`src/rtl/nibble_serial_alu_seq.sv`:
```
// nibble_serial_alu_seq: drives one external 74181 slice nibble by nibble, LSB first,
// and assembles the WIDTH-bit result, ripple carry and equality flag. Rev 1.0
`default_nettype none

module nibble_serial_alu_seq #(
  parameter int WIDTH = 16,
  parameter int NIB   = WIDTH / 4
) (
  input  logic             clk,
  input  logic             rst,
  input  logic             start,
  input  logic [WIDTH-1:0] a,
  input  logic [WIDTH-1:0] b,
  input  logic [3:0]       s,
  input  logic             m,
  input  logic             cin_,
  output logic             busy,
  output logic             done,
  output logic [WIDTH-1:0] f,
  output logic             cout_,
  output logic             aeqb,
  output logic [3:0]       alu_a,
  output logic [3:0]       alu_b,
  output logic [3:0]       alu_s,
  output logic             alu_m,
  output logic             alu_cn_,
  input  logic [3:0]       alu_f,
  input  logic             alu_cn4_,
  input  logic             alu_aeqb
);

  localparam int IW = (NIB > 1) ? $clog2(NIB) : 1;
  localparam logic [IW-1:0] LAST_IDX = IW'(NIB - 1);

  typedef enum logic [1:0] {
    IDLE = 2'd0,
    RUN  = 2'd1,
    DONE = 2'd2
  } state_t;

  state_t state, state_nx;

  logic [NIB-1:0][3:0] a_reg;
  logic [NIB-1:0][3:0] b_reg;
  logic [NIB-1:0][3:0] f_reg;
  logic [3:0]          s_reg;
  logic                m_reg;
  logic                carry_reg;
  logic                acc_reg;
  logic                cout_reg;
  logic                aeqb_reg;
  logic [IW-1:0]       idx;
  logic                last_step;

  assign last_step = (idx == LAST_IDX);

  always_ff @(posedge clk or posedge rst) begin
    if (rst) state <= IDLE;
    else     state <= state_nx;
  end

  always_comb begin
    state_nx = state;
    busy     = 1'b0;
    done     = 1'b0;
    case (state)
      IDLE: if (start) state_nx = RUN;
      RUN: begin
        busy = 1'b1;
        if (last_step) state_nx = DONE;
      end
      DONE: begin
        done     = 1'b1;
        state_nx = IDLE;
      end
      default: state_nx = IDLE;
    endcase
  end

  // Flags are published on the final RUN edge so they hold their old values
  // throughout the next operation and are valid together with done.
  always_ff @(posedge clk or posedge rst) begin
    if (rst) begin
      a_reg     <= '0;
      b_reg     <= '0;
      f_reg     <= '0;
      s_reg     <= '0;
      m_reg     <= 1'b0;
      carry_reg <= 1'b1;
      acc_reg   <= 1'b1;
      cout_reg  <= 1'b1;
      aeqb_reg  <= 1'b0;
      idx       <= '0;
    end else begin
      case (state)
        IDLE: begin
          if (start) begin
            a_reg     <= a;
            b_reg     <= b;
            s_reg     <= s;
            m_reg     <= m;
            carry_reg <= cin_;
            acc_reg   <= 1'b1;
            idx       <= '0;
          end
        end
        RUN: begin
          f_reg[idx] <= alu_f;
          acc_reg    <= acc_reg & alu_aeqb;
          // In logic mode cn4_ is meaningless and may be undriven.
          if (!m_reg) carry_reg <= alu_cn4_;
          if (last_step) begin
            idx      <= '0;
            aeqb_reg <= acc_reg & alu_aeqb;
            cout_reg <= m_reg ? 1'b1 : alu_cn4_;
          end else begin
            idx <= idx + IW'(1);
          end
        end
        default: ;
      endcase
    end
  end

  assign alu_a   = a_reg[idx];
  assign alu_b   = b_reg[idx];
  assign alu_s   = s_reg;
  assign alu_m   = m_reg;
  assign alu_cn_ = carry_reg;

  assign f     = f_reg;
  assign cout_ = cout_reg;
  assign aeqb  = aeqb_reg;

endmodule

`default_nettype wire

```
`config.mk`:
```
export PLATFORM = sky130hd
export DESIGN_NAME = nibble_serial_alu_seq
export DESIGN_NICKNAME = d
export VERILOG_FILES = /design/src/rtl/nibble_serial_alu_seq.sv
export SDC_FILE = /design/constraint.sdc
export NUM_CORES = 1
export LEC_CHECK = 0
export ABC_AREA = 1
export BUFFER_PORTS_ARGS = -buffer_cell sky130_fd_sc_hd__buf_2
export CORE_MARGIN = 2
export CORE_UTILIZATION = 44
export CTS_BUF_LIST = sky130_fd_sc_hd__clkbuf_2
export DETAILED_ROUTE_END_ITERATION = 6
export GPL_TIMING_DRIVEN = 1
export PLACE_DENSITY = 0.72
export SETUP_SLACK_MARGIN = 0.4
export SLEW_MARGIN = 10
export SYNTH_ARGS = -nofsm -noshare
export SYNTH_HDL_FRONTEND = slang
export SYNTH_SLANG_ARGS = --single-unit
```
`constraint.sdc`:
```
create_clock -name clk -period 3 [get_ports clk]
set_clock_uncertainty 0.2 [all_clocks]
set_input_delay 0.3 -clock clk [delete_from_list [all_inputs] [get_ports clk]]
set_output_delay 0.3 -clock clk [all_outputs]
set_load 0.1 [all_outputs]
```
==> metrics.yaml <==
status:
  outcome: "completed"
logic_synthesis:
  synth.distinct_cells: 18
  synth_flop_cell: "dfrtp_1"
  synth_cells: 326
  synth-seq-area-share_pct: 55.02
  syn_area_per_cell_um2: 8.532
  ys_ff_latch: 61
  async_reset_ff_share_pct: 100.0
  synth_warnings: 0
  synth_edf_count: 0
  synth_area_um2: 2781
  synthesis.nets: 377
grt:
  grt_max_degree: 41
  grt_pass1_wl_um: 11620
  grt_usage_pct: 20.71
  gr-total-overflow: 0
  grt_pass1_vias: 2649
  antenna_found_initial: 0
setup_path:
  timing.rr.end: "f[2]"
  crit_buf_inv: 3
  critical_path.startpoint: "idx[0]"
  r2r.worst_path.cells: 6
  critPathLaunchType: "register"
  worstPathArrival_ps: 1960
  reg2reg_slack_ps: 1370
  worst-setup-path-type: "register to output pin"
  cpPeakStageDelay_ps: 460
  critPathTopFamily: "buffers and inverters"
  cp_max_fo: 34
  worstPathCellList: "inv_1 > buf_4 > o211ai_1 > nand2_1 > buf_2"
  crit_slowest_cell: "dfrtp_1"
  end_kind: "output pin"
  cp_data_required_time_ps: 2500
  r2r-start: "idx[0]"
clock_network:
  ctsHtreeMaxLevel: 3
  cts_buffer_depth: 2
  root_buffer: "clkbuf_2"
  clkTransAtPathRegs_ps: 180
  clkSinkCount: 61
  cts_buffers: 9
  clock_latency_ps: 470
  cts_tree: "built"
  cts_setup_buffers: 0
finish:
  syn_to_final_growth_pct: 35.99
  num_antenna_cells: 0
  nets: 502
  final_common_cell: "nand2_1"
  layout_common_cells: "nand2_1 (131), buf_2 (80), dfrtp_1 (57)"
  design_area_um2: 3782
  layout-drive-gt1-share_pct: 26.32
sta:
  finalHoldViolations: 0
  period_share_pct: 81.88
  setup_tns_ps: 0
  fin_crit_ps: 2456
  fmax_ghz: 0.4071
  rsz0062_at_grt: "false"
  slew_violations: 0
  tightest_slew_ps: 819.9
  setup-violations-final: 0
  maxSlewHeadroom_pct: 45.26
routing:
  wirelength_um: 6719
  wl_per_cell_um: 12.65
  ant_nets: 0
  firstDrtPassIters: 4
  via_count: 2569
  drc: 0
  detail_route.iter0.violations: 158
  via_per_inst: 4.838
floorplan:
  dieWidth_um: 83.51
  die_h_um: 83.51
  core_area_um2: 6026
  start_util_pct: 46.16
  rows: 28
  ios: 81
  die_area_um2: 6973
min_path:
  min-delay-start: "start"
  hold_path_class: "primary input to register"
  holdPathStages: 4
  whs_endpoint: "a_reg[3]"
placed_design:
  dpl.hpwl_um: 4131
  placed_cell_area_um2: 3223
  portBuffers: 80
  routabilityCongestion: 0.8046
run:
  drv_cap: 0
cell usage after synthesis, types with 4 or more instances:
cell      instances  area share [%]
buf_2             8             1.4
nand2_2           4            0.90
o211ai_1         16             4.3
dfrtp_1          58              52
inv_1            26             3.5
o21ai_2           6             1.9
o21ai_0          14             2.5
nand2_1         131              18
nand3_1          41             7.4
buf_4             5             1.3
ha_1              4             1.8
area by class of cell:
cell class	count	area [um^2]
clock buffers	11	55.05
clock inverters	5	51.30
fillers	533	2243
inverters	28	106.4
multi-input cells	220	1049
flip-flops and latches	61	1531
well taps	75	93.84
repair buffers	131	895.9
worst reg2reg max path, cell delays in order (launching register included):
cell and delay [ps]:
dfrtp_1 460, inv_1 70, buf_4 300, ha_1 250, nand2_2 100, nand2_1 70
o21ai_0 70
repair_timing:
| action | in CTS | in global routing |
|---|---|---|
| setup endpoints to repair | 8 | 7 |
| resized for setup | 1 | 1 |
| endpoints found under the hold margin | 92 | 0 |
| hold buffers | 45 | 0 |
kinds of logic after synthesis:
| kind of cell | share of synthesized area, % |
|---|---|
| DFF | 55.02 |
| AOI/OAI and AO/OA | 8.727 |
| adders and majority gates | 1.799 |
| buffers and inverters | 7.377 |
| and+or+nand+nor | 27.08 |
how the worst max path moves through the flow:
| stage | cells after the start | slack, ps | endpoint |
|---|---|---|---|
| after floorplan | 2 | 690 | done |
| after global placement | 4 | 940 | alu_b[1] |
| after detailed placement | 4 | 850 | alu_b[3] |
| after CTS | 4 | 470 | alu_b[3] |
| after global routing | 5 | 400 | alu_b[3] |
| final | 5 | 540 | alu_b[2] |
layer usage:
layer	track usage [%]	up-vias	wire, um
met5	0	-	0
met2	35.12	89	3284
met4	9.384	0	138
li1	-	1295	-
met1	25.64	1169	2917
met3	4.055	16	379
stage by stage:
| stage | setup WS [ps] | instances | hold slack (ps) | utilization, % |
|---|---|---|---|---|
| floorplan | 687.1 | 326 | 241.9 | - |
| global placement | 942.0 | 470 | 252.2 | 53.49 |
| detailed placement | 852.7 | 470 | 258.3 | 53.49 |
| CTS | 466.0 | 531 | 131.8 | 62.75 |
| global route | 404.7 | 531 | 156.1 | 62.77 |
| finish | 543.6 | 531 | 173.5 | 62.77 |
Power is left out: the tool's default activity adds up to more than one toggle a clock period on the data nets, which glitch-free logic cannot reach.
